===== src/rtl/card_deal_seq.sv =====
// card_deal_seq: baccarat card-load sequencer.
// Steps through the deal slots P1 D1 P2 D2, waits for the third-card decision,
// then deals P3 and/or D3. Each slot gives one load strobe plus a card value.
// An optional DEAL_GAP idle period follows every slot.
// Build option: define CARD_LFSR_EN to take cards from an 8-bit LFSR instead
// of the wrap counter.
module card_deal_seq #(
   parameter int unsigned DEAL_GAP = 0,
   parameter int unsigned CARD_MAX = 13
) (
   input  logic       slow_clock,
   input  logic       resetb,
   input  logic       start,
   input  logic       decide,
   input  logic       player_draw,
   input  logic       dealer_draw,
   output logic [3:0] new_card,
   output logic       load_pcard1,
   output logic       load_pcard2,
   output logic       load_pcard3,
   output logic       load_dcard1,
   output logic       load_dcard2,
   output logic       load_dcard3,
   output logic       busy,
   output logic       done
);

   localparam logic [3:0] S_IDLE  = 4'd0;
   localparam logic [3:0] S_P1    = 4'd1;
   localparam logic [3:0] S_D1    = 4'd2;
   localparam logic [3:0] S_P2    = 4'd3;
   localparam logic [3:0] S_D2    = 4'd4;
   localparam logic [3:0] S_WAIT3 = 4'd5;
   localparam logic [3:0] S_P3    = 4'd6;
   localparam logic [3:0] S_D3    = 4'd7;
   localparam logic [3:0] S_GAP   = 4'd8;
   localparam logic [3:0] S_DONE  = 4'd9;

   // GAP counts down from DEAL_GAP-1 to 0, giving DEAL_GAP cycles in GAP
   localparam logic [3:0] GAP_LOAD = (DEAL_GAP > 0) ? 4'(DEAL_GAP - 1) : 4'd0;
   localparam logic [3:0] CMAX     = 4'(CARD_MAX);

   logic [3:0] r_state;
   logic [3:0] r_ret;
   logic [3:0] r_gap_cnt;
   logic       r_ddraw;
   logic [3:0] w_nxt;
   logic [3:0] w_follow;
   logic       w_slot;
   logic       w_enter_slot;
   logic [3:0] w_card;

`ifdef CARD_LFSR_EN
   localparam logic [7:0] LFSR_SEED = 8'h5A;
   localparam logic [7:0] LFSR_TAPS = 8'hB8;   // x^8 + x^6 + x^5 + x^4 + 1

   logic [7:0] r_lfsr;
   logic [7:0] w_lfsr_step;

   // Galois step and mapping of the LFSR value into 1..CARD_MAX
   always_comb begin
      w_lfsr_step = {1'b0, r_lfsr[7:1]} ^ (r_lfsr[0] ? LFSR_TAPS : 8'h00);
      w_card      = 4'((r_lfsr % 8'(CARD_MAX)) + 8'd1);
   end

   // Card source LFSR, free-running; reloads the seed if it ever locks at zero
   always_ff @(posedge slow_clock) begin
      if (resetb)             r_lfsr <= LFSR_SEED;
      else if (r_lfsr == '0)  r_lfsr <= LFSR_SEED;
      else                    r_lfsr <= w_lfsr_step;
   end
`else
   logic [3:0] r_src;

   // Card value is the wrap counter itself
   always_comb w_card = r_src;

   // Card source counter 1..CARD_MAX, free-running in every state
   always_ff @(posedge slow_clock) begin
      if (resetb)             r_src <= 4'd1;
      else if (r_src >= CMAX) r_src <= 4'd1;
      else                    r_src <= r_src + 4'd1;
   end
`endif

   // Next-state logic; slots share one exit path so the gap rule sits in one place
   always_comb begin
      w_nxt    = r_state;
      w_follow = r_state;
      w_slot   = 1'b0;
      case (r_state)
         S_IDLE:  if (start) w_nxt = S_P1;
         S_P1:    begin w_slot = 1'b1; w_follow = S_D1;    end
         S_D1:    begin w_slot = 1'b1; w_follow = S_P2;    end
         S_P2:    begin w_slot = 1'b1; w_follow = S_D2;    end
         S_D2:    begin w_slot = 1'b1; w_follow = S_WAIT3; end
         S_WAIT3: begin
            if (decide) begin
               if (player_draw)      w_nxt = S_P3;
               else if (dealer_draw) w_nxt = S_D3;
               else                  w_nxt = S_DONE;
            end
         end
         S_P3:    begin w_slot = 1'b1; w_follow = r_ddraw ? S_D3 : S_DONE; end
         S_D3:    begin w_slot = 1'b1; w_follow = S_DONE; end
         S_GAP:   if (r_gap_cnt == '0) w_nxt = r_ret;
         S_DONE:  w_nxt = S_IDLE;
         default: w_nxt = S_IDLE;
      endcase
      if (w_slot) w_nxt = (DEAL_GAP > 0) ? S_GAP : w_follow;
      w_enter_slot = (w_nxt == S_P1) || (w_nxt == S_D1) || (w_nxt == S_P2) ||
                     (w_nxt == S_D2) || (w_nxt == S_P3) || (w_nxt == S_D3);
   end

   // State, gap bookkeeping and dealer-draw latch
   always_ff @(posedge slow_clock) begin
      if (resetb) begin
         r_state   <= S_IDLE;
         r_ret     <= S_IDLE;
         r_gap_cnt <= '0;
         r_ddraw   <= 1'b0;
      end else begin
         r_state <= w_nxt;
         if (w_slot) begin
            r_gap_cnt <= GAP_LOAD;
            r_ret     <= w_follow;
         end else if ((r_state == S_GAP) && (r_gap_cnt != '0)) begin
            r_gap_cnt <= r_gap_cnt - 4'd1;
         end
         if ((r_state == S_WAIT3) && decide) r_ddraw <= dealer_draw;
      end
   end

   // Registered outputs decoded from the state being entered
   always_ff @(posedge slow_clock) begin
      if (resetb) begin
         new_card    <= '0;
         load_pcard1 <= 1'b0;
         load_pcard2 <= 1'b0;
         load_pcard3 <= 1'b0;
         load_dcard1 <= 1'b0;
         load_dcard2 <= 1'b0;
         load_dcard3 <= 1'b0;
         busy        <= 1'b0;
         done        <= 1'b0;
      end else begin
         load_pcard1 <= (w_nxt == S_P1);
         load_dcard1 <= (w_nxt == S_D1);
         load_pcard2 <= (w_nxt == S_P2);
         load_dcard2 <= (w_nxt == S_D2);
         load_pcard3 <= (w_nxt == S_P3);
         load_dcard3 <= (w_nxt == S_D3);
         busy        <= (w_nxt != S_IDLE);
         done        <= (w_nxt == S_DONE);
         if (w_enter_slot) new_card <= w_card;
      end
   end

endmodule


===== config.mk =====
export PLATFORM = sky130hd
export DESIGN_NAME = card_deal_seq
export DESIGN_NICKNAME = d
export VERILOG_FILES = /design/src/rtl/card_deal_seq.sv
export SDC_FILE = /design/constraint.sdc
export NUM_CORES = 1
export LEC_CHECK = 0
export CAP_MARGIN = 5
export CORE_UTILIZATION = 54
export CTS_CLUSTER_SIZE = 24
export DETAILED_ROUTE_END_ITERATION = 8
export PLACE_DENSITY = 0.82
export RECOVER_POWER = 100
export SLEW_MARGIN = 15
export SYNTH_ARGS = -nofsm -noshare
export SYNTH_HDL_FRONTEND = slang
export SYNTH_SLANG_ARGS = --single-unit

===== constraint.sdc =====
create_clock -name slow_clock -period 2.39 [get_ports slow_clock]
set_input_delay 0.3585 -clock slow_clock [delete_from_list [all_inputs] [get_ports slow_clock]]
set_output_delay 0.3585 -clock slow_clock [all_outputs]
set_load 0.005 [all_outputs]

==> impl_metrics.csv <==
group,metric,value,unit
global_route,grt.met1_usage,30.22,%
synthesis,synth_fp_nets,177,
die,die_y,53.96,um
global_route,grt_use_met3,9.040,%
clock_network,cts.htree.levels,2,
final_layout,layout_common_cells,"dfxtp_1, nor2_1, nand2_1",
global_route,antenna_found_initial,0,
sta,fmax,0.4647,GHz
sta,whs,0.4796,ns
worst_setup_path,start_kind,"flip-flop",
placed_design,dp_cells,211,
synthesis,async_reset_ff_share,0,%
run_status,status,"finished clean",
placed_design,io_buffer_count,17,
worst_hold_path,hold_depth,2,
job,max_cap_violations,0,
worst_setup_path,r2r-start,"r_gap_cnt[0]$_SDFFE_PP0P_",
final_layout,finalNetCount,199,
clock_network,numCtsBuffers,5,
worst_setup_path,cp_slowest_cell,"dfxtp_1",
clock_network,cts_resized,0,
worst_setup_path,crit_path_end_kind,"flip-flop",
sta,hold_viol_final,0,
sta,post-route-period-util,90.05,%
clock_network,hold_buffers,0,
global_route,met2_usage,41.15,%
global_route,grt_pass1_wl,5092,um
final_layout,design_area,0.001752,mm^2
global_route,busiest_layer,"met2",
drt,vias_per_cell,5.836,
synthesis,synthCells,166,
worst_setup_path,path_buf_inv,3,
final_layout,layout-drive-gt1-share,10.58,%
final_layout,mostFrequentLayoutCell,"dfxtp_1",
clock_network,clk_pin_slew,0.09,ns
placed_design,place_area,0.001674,mm^2
placed_design,dp_hpwl,2210,um
sta,setup_viol,0,
worst_setup_path,critical_path_arrival,2.38,ns
sta,worstMarginPinSlew,0.4978,ns
synthesis,synth_ff_type,"dfxtp_1",
clock_network,cts.sink_count,29,
sta,slew_headroom,66.81,%
worst_setup_path,crit_cells,9,
worst_setup_path,crit_top_cell,"clkbuf_1",
drt,wl,3129,um
synthesis,synth_area,0.001458,mm^2
drt,dr.pass1.iters,4,
drt,wire_per_inst,14.29,um
placed_design,place_congestion,0.8510,
drt,vias,1278,
global_route,grt-ovfl-total,0,
die,fp-row-count,18,
sta,fin_crit,2.152,ns
synthesis,synth-seq-cells,29,
sta,slew_violations,0,
die,boundaryPins,18,
die,die_area,0.002911,mm^2
clock_network,cts_tree,"done",
pwr,peakVddDrop,0.6054,mV
global_route,grt_max_degree,17,
worst_setup_path,crit_chain,"inv_1, ha_1, nor3b_1, clkbuf_1, and3_4, a211oi_4, clkbuf_1, nand2_1, o31a_1",
synthesis,ys_warn_count,0,
pwr,powerDensity,750.1,mW/mm^2
sta,rsz0062_at_grt,"false",
die,design.core.area,0.002522,mm^2
sta,setup_tns,0,ns
worst_setup_path,reg2reg_depth,9,
worst_setup_path,cp-startpoint,"r_gap_cnt[0]$_SDFFE_PP0P_",
drt,drt_iter0_markers,39,
synthesis,avgSynthCellArea,8.781,um^2
drt,drc_errors,0,
worst_setup_path,required,2.62,ns
clock_network,clock-root-buffer,"clkbuf_4",
clock_network,clock_latency,0.33,ns
sta,fin_skew,0.008477,ns
global_route,track_usage,25.19,%
synthesis,synth_cell_types,38,
global_route,grt_pass1_vias,1126,
final_layout,areaGrowthSynthToFinish,20.17,%
clock_network,post_cts_buffers,0,
synthesis,yosysSeqAreaShare,39.83,%
die,start_util,57.79,%
drt,ant_nets,0,
worst_hold_path,worstHoldStart,"r_ret[1]$_SDFFE_PP0P_",
final_layout,fin_cells,219,
worst_setup_path,critPathKind,"flip-flop to flip-flop",
worst_setup_path,crit_family,"compound AO/OA/AOI/OAI gates",
clock_network,clockBufferDepth,2,
worst_setup_path,cp_max_fo,6,
worst_hold_path,hold_class,"flip-flop to flip-flop",
synthesis,synth-edff-count,0,
pwr,leakage,0.0006785,uW
final_layout,antenna_cells,0,
worst_setup_path,max_stage_delay,0.38,ns
die,fp.dieW,53.96,um
==> where the power goes <==
group / internal [uW] / switching, uW / leakage (uW)
combinational: 151 / 151 / 0.000398
sequential: 530 / 51.4 / 0.000236
clock: 248 / 182 / 0.0000445
==> state kept, by name, indices dropped and copies added, names as in the netlist <==
signal / cells
new_card: 4
r_gap_cnt: 4
r_ret: 4
r_src: 4
r_state: 4
busy: 1
done: 1
load_dcard1: 1
load_dcard2: 1
load_dcard3: 1
load_pcard1: 1
load_pcard2: 1
load_pcard3: 1
r_ddraw: 1
==> stage by stage <==
stage,total power [uW],util (%),worst slack [ns]
global route,1386,69.44,0.1110
finish,1314,69.44,0.2379
floorplan,784.0,-,0.4350
CTS,1337,69.89,0.3449
global placement,887.4,66.37,0.2773
detailed placement,902.3,66.37,0.2171
==> routing by layer <==
layer	up-vias	part of all wire [%]
met5	-	0
met4	0	1.2
met3	4	6.0
met2	34	48
met1	615	45
li1	625	-
==> cell usage after synthesis (all sizes together) (2+ instances only) <==
library cell	number	area (um^2)
and2	3	18.77
nor2b	6	37.54
dfxtp	29	580.6
nor3b	12	95.09
or3	2	12.51
nor2	17	63.81
o311ai	2	32.53
inv	9	33.78
nand2	15	56.30
o21ai	4	20.02
a32oi	2	17.52
mux2i	2	20.02
a211oi	3	35.03
nor3	5	25.02
ha	5	62.56
xor2	3	26.28
nand2b	5	31.28
a21oi	5	25.02
nand3	12	60.06
xnor2	3	33.79
a31oi	3	18.77
buf	6	28.77
clkbuf	2	7.510
==> cell type report <==
type	count	area [um^2]
clock buffer	6	51.30
clock inverter	2	37.54
timing repair buffer	23	203.9
multi-input combinational	120	807.0
sequential	29	580.6
inverter	9	33.78
fill	213	770.7
tap	30	37.54
==> logic make-up (layout without fill, tap and decap cells) <==
group                      Yosys count  in the layout  synth area share (%)
and+or+nand+nor                     80             80                 30.13
DFF                                 29             29                 39.83
AOI/OAI and AO/OA                   27             27                 15.45
buffers and inverters               17             40                 4.806
xor gates and xnor gates             6              6                 4.121
adders and majority gates            5              5                 4.292
muxes                                2              2                 1.373
==> tightest hold or removal path: cells and delay by family, from the launching register on <==
family                 cells  cell delay (ns)
AO/OA/AOI/OAI              1             0.06
buffers and inverters      1             0.05
flip-flops                 1             0.33
==> path summary, 6_finish.rpt <==
kind	endpoint	slack (ns)
max	busy$_SDFF_PP0_	0.24
min	r_ret[1]$_SDFFE_PP0P_	0.48
max reg2reg	busy$_SDFF_PP0_	0.24
min reg2reg	r_ret[1]$_SDFFE_PP0P_	0.48
No activity file was read; power rests on OpenSTA's default activity.
